`src/rtl/alu_sm_seq.sv`:
```
// alu_sm_seq: handshaked multi-cycle add/sub/shift-add multiply with sign-magnitude result
//   clk, rst                : clock, asynchronous active-high reset
//   in_valid/in_ready       : operand bundle handshake (in_ready = IDLE)
//   op, a, b                : 00 ADD, 01 SUB, 10 MUL, 11 illegal; unsigned W-bit operands
//   out_valid/out_ready     : result handshake (out_valid = DONE)
//   result, sign, zero, err : 2W-bit magnitude, negative flag, zero flag, illegal-op flag
module alu_sm_seq #(
    parameter int W = 8
) (
    input  logic           clk,
    input  logic           rst,
    input  logic           in_valid,
    output logic           in_ready,
    input  logic [1:0]     op,
    input  logic [W-1:0]   a,
    input  logic [W-1:0]   b,
    output logic           out_valid,
    input  logic           out_ready,
    output logic [2*W-1:0] result,
    output logic           sign,
    output logic           zero,
    output logic           err
);
    localparam int CW = $clog2(W);
    typedef enum logic [1:0] {IDLE, EXEC, DONE} state_t;
    state_t           r_state, w_next;
    logic [W-1:0]     r_a, r_b;
    logic [1:0]       r_op;
    logic [CW-1:0]    r_cnt;
    logic [2*W-1:0]   r_acc, r_result, w_acc_nxt;
    logic             r_sign, r_zero, r_err;
    logic [W:0]       w_sum;
    logic [W-1:0]     w_diff;
    logic             w_ge, w_last;
    assign w_sum     = {1'b0, r_a} + {1'b0, r_b};
    assign w_ge      = r_a >= r_b;
    assign w_diff    = w_ge ? r_a - r_b : r_b - r_a;
    // one multiplier bit per cycle, LSB first
    assign w_acc_nxt = r_acc + (r_b[r_cnt] ? ({{W{1'b0}}, r_a} << r_cnt) : '0);
    assign w_last    = r_cnt == CW'(W - 1);
    assign in_ready  = r_state == IDLE;
    assign out_valid = r_state == DONE;
    assign result    = r_result;
    assign sign      = r_sign;
    assign zero      = r_zero;
    assign err       = r_err;
    always_ff @(posedge clk or posedge rst) begin
        if (rst) r_state <= IDLE;
        else     r_state <= w_next;
    end
    always_comb begin
        w_next = r_state;
        if (r_state == IDLE && in_valid) w_next = EXEC;
        else if (r_state == EXEC && (r_op != 2'b10 || w_last)) w_next = DONE;
        else if (r_state == DONE && out_ready) w_next = IDLE;
    end
    always_ff @(posedge clk or posedge rst) begin
        if (rst) begin
            r_a      <= '0;
            r_b      <= '0;
            r_op     <= '0;
            r_cnt    <= '0;
            r_acc    <= '0;
            r_result <= '0;
            r_sign   <= 1'b0;
            r_zero   <= 1'b0;
            r_err    <= 1'b0;
        end else if (r_state == IDLE && in_valid) begin
            r_a   <= a;
            r_b   <= b;
            r_op  <= op;
            r_acc <= '0;
            r_cnt <= '0;
        end else if (r_state == EXEC) begin
            case (r_op)
                2'b00: begin
                    r_result <= {{(W-1){1'b0}}, w_sum};
                    r_sign   <= 1'b0;
                    r_zero   <= w_sum == '0;
                    r_err    <= 1'b0;
                end
                2'b01: begin
                    r_result <= {{W{1'b0}}, w_diff};
                    r_sign   <= !w_ge;
                    r_zero   <= w_diff == '0;
                    r_err    <= 1'b0;
                end
                2'b10: begin
                    r_acc <= w_acc_nxt;
                    r_cnt <= r_cnt + CW'(1);
                    if (w_last) begin
                        r_result <= w_acc_nxt;
                        r_sign   <= 1'b0;
                        r_zero   <= w_acc_nxt == '0;
                        r_err    <= 1'b0;
                    end
                end
                default: begin
                    r_result <= '0;
                    r_sign   <= 1'b0;
                    r_zero   <= 1'b0;
                    r_err    <= 1'b1;
                end
            endcase
        end
    end
endmodule
```
`config.mk`:
```
export PLATFORM = sky130hd
export DESIGN_NAME = alu_sm_seq
export DESIGN_NICKNAME = d
export VERILOG_FILES = /design/src/rtl/alu_sm_seq.sv
export SDC_FILE = /design/constraint.sdc
export NUM_CORES = 1
export LEC_CHECK = 0
export CORE_ASPECT_RATIO = 1.4
export CORE_MARGIN = 5
export CORE_UTILIZATION = 53
export CTS_BUF_LIST = sky130_fd_sc_hd__clkbuf_16
export DETAILED_ROUTE_END_ITERATION = 6
export GPL_ROUTABILITY_DRIVEN = 0
export GPL_TIMING_DRIVEN = 1
export MAX_ROUTING_LAYER = met4
export PLACE_DENSITY = 0.78
export SYNTH_ARGS = -nofsm -noshare
export SYNTH_HDL_FRONTEND = slang
export SYNTH_SLANG_ARGS = --single-unit
```
`constraint.sdc`:
```
create_clock -name clk -period 3.8 [get_ports clk]
set_clock_uncertainty 0.1 [all_clocks]
set_input_delay 0.76 -clock clk [delete_from_list [all_inputs] [get_ports clk]]
set_output_delay 0.76 -clock clk [all_outputs]
set_load 0.01 [all_outputs]
```
==> results.tsv, run 1 <==
metric	value	unit
diodes	0	
grt_pass1_vias	3887	
leakage	0.00248	µW
pre_cts_slack	-30.7	ps
design_power_total	5330	µW
yosys_warnings	0	
peakVddDrop	0.695	mV
hold_viol_final	0	
port_buffers	42	
dr_total_vias	3894	
hp-start	result[0]	
initial_core_util	0.540	
reg2reg_from	r_cnt[0]	
grt_pass1_wl	18500	µm
vias_per_cell	6.02	
slew_violations	0	
seq_area_frac_synth	0.330	
finalSetupViolations	0	
clock_latency	330	ps
numCtsBuffers	9	
reg2reg_slack	30	ps
ys.flop_type	dfrtp_1	
die_x	87.0	µm
clockRootBuffer	clkbuf_16	
min_path_type	flip-flop to flip-flop	
timing.fmax	265	MHz
avgRoutedWirePerCell	17.8	µm
antenna_found_initial	0	
dp.final_hpwl	8720	µm
die_area	0.0103	mm²
grt_max_degree	38	
crit_arrival	3900	ps
rr_endpoint	zero	
max_stage_delay	600	ps
area_delta_synth_final	21.6	%
crit_chain	mux4_2 -> nand2b_4 -> nand2b_1 -> inv_1 -> ha_1 -> a211oi_2 -> o211ai_1 -> o211ai_2 -> nor2_1 -> a211oi_2 -> xnor2_1 -> or4_4 -> o41ai_2	
clock_sinks	58	
final_cell_mix	dfrtp_1 (57), nand2_1 (54), nor2_1 (44)	
crit_fanout	5	
overflow	0	
syn_area	0.00440	mm²
crit_path_start_kind	flip-flop	
drt-initial-drc-count	220	
fin_cells	647	
synth_top_cell_area_share	0.330	
cts_max_path_buffers	2	
status	finished clean	
ant_nets	0	
worstSetupEndpointType	flip-flop	
period_share	0.992	
cts_tree	yes	
whs_path_depth	2	
ios	43	
dr.pass1.iters	6	
timing.final.ws_setup	31.7	ps
avgSynthCellArea	8.91	µm²
yosys.area.top_type	dfrtp_1	
num_rows	39	
required	3930	ps
clk_pin_slew	50	ps
dp.cells	628	
drc	0	
cpMostUsedCell	a211oi_2	
fin_tns_setup	0	ps
synth_edf_count	0	
core	0.00815	mm²
crit_slowest_cell	mux4_2	
period_needed	3770	ps
final_common_cell	dfrtp_1	
cts_max_level	3	
fill_cells	633	
power_density	996	mW/mm²
routed_wirelength	11500	µm
synth.distinct_cells	56	
ys_ff_latch	58	
async_flop_share	1.00	
reg2regPathDepth	13	
crit_type	flip-flop to flip-flop	
netlist_top_cells_area	dfrtp_1 (33%), ha_1 (11%), nand2_1 (4.6%)	
cap_violations	0	
nNetsFinal	606	
worstMarginPinSlew	1060	ps
track_usage	0.235	
syn_nets	560	
relSlewSlack	0.292	
syn_inst	494	
die_h	118	µm
min_to	result[0]	
drive_above_1_share	0.112	
==> critical path: cells and delay by family, from the launching register on <==
kind            cells  cell delay [ps]
compound gates      5             1070
xor+xnor            1              160
buf+inv             1               60
flops               1              410
mux                 1              600
fa+ha+maj           1              300
simple gates        4              970
==> kinds of logic after synthesis <==
logic type	after synthesis	share of synthesized area
xor+xnor	27	0.0537
flops	58	0.330
compound gates	141	0.224
buf+inv	54	0.0460
mux	23	0.0588
simple gates	147	0.156
fa+ha+maj	44	0.132
==> power by group <==
group          total (µW)  switching [µW]  leakage (µW)  internal, µW
Sequential           1070             241      0.000758           825
Clock                 786             288      0.000132           497
Combinational        3480            1990       0.00159          1500
==> per-layer routing <==
layer  routed length (µm)  vias up  GRT usage
met5                    0        -          -
met4                  630        0      0.142
met3                  421       40     0.0294
met2                 5770      125      0.388
met1                 4670     1875      0.265
li1                     -     1854          -
==> registers in the layout, indices dropped and copies added (netlist names) <==
signal and cells:
err 1, r_cnt 3, r_b 8, r_a 8, result 16, zero 1
sign 1, r_op 2, r_acc 16, r_state 2
==> per-stage QoR <==
| stage | area, µm² | utilization | hold slack (ps) |
|---|---|---|---|
| after floorplan | 4410 | - | 356 |
| after global placement | 4970 | 0.610 | 363 |
| after detailed placement | 4970 | 0.610 | 376 |
| after CTS | 5260 | 0.645 | 387 |
| after global routing | 5350 | 0.657 | 405 |
| final | 5350 | 0.657 | 377 |
==> repair_timing <==
| item | CTS | global route |
|---|---|---|
| endpoints found under the setup margin | 1 | 2 |
| hold endpoints to repair | 0 | 0 |
| pin swaps | 0 | 3 |
| gates resized for setup | 2 | 17 |
| gates cloned | 0 | 0 |
| setup buffers | 0 | 3 |
| hold buffers | 0 | 0 |
==> synthesized netlist by cell type, types with 5 or more instances <==
cell / instances
xor2_1: 11
xnor2_1: 16
a21o_1: 12
nand3_1: 7
nor2b_1: 7
mux2i_1: 18
o21ai_0: 29
inv_1: 30
nor3_1: 5
dfrtp_1: 58
a21oi_1: 21
nor4_1: 5
clkbuf_1: 21
a211oi_1: 5
nand2b_1: 6
nand2_1: 54
a31oi_1: 8
ha_1: 40
a22o_1: 23
nor2_1: 44
o21ai_1: 11
==> cell type report <==
class                   count  area (µm²)  share of cell area
multi-input cells         382        2820               0.526
flip-flops and latches     58        1450               0.271
repair buffers             59         559               0.104
clock buffers               9         225              0.0421
well taps                 102         128              0.0238
inverters                  30         113              0.0210
clock inverters             7        60.1              0.0112
==> worst max path at each step <==
stage                     startpoint    to  slack (ps)  cells past startpoint
after floorplan             r_cnt[1]  zero           9                     15
after global placement      r_cnt[1]  zero         130                     15
after detailed placement    r_cnt[1]  zero         -30                     15
after CTS                     r_b[3]  zero           4                     13
after global routing        r_cnt[0]  zero         -30                     13
final                       r_cnt[0]  zero          30                     13
Note: power is estimated with default switching activity, not from simulation.
==> inputs of run 2 (changes only) <==
- ABC_CLOCK_PERIOD_IN_PS: not set -> 3800
==> results of run 2 <==
No change in the layout: final DEF, timing and power equal those of run 1.
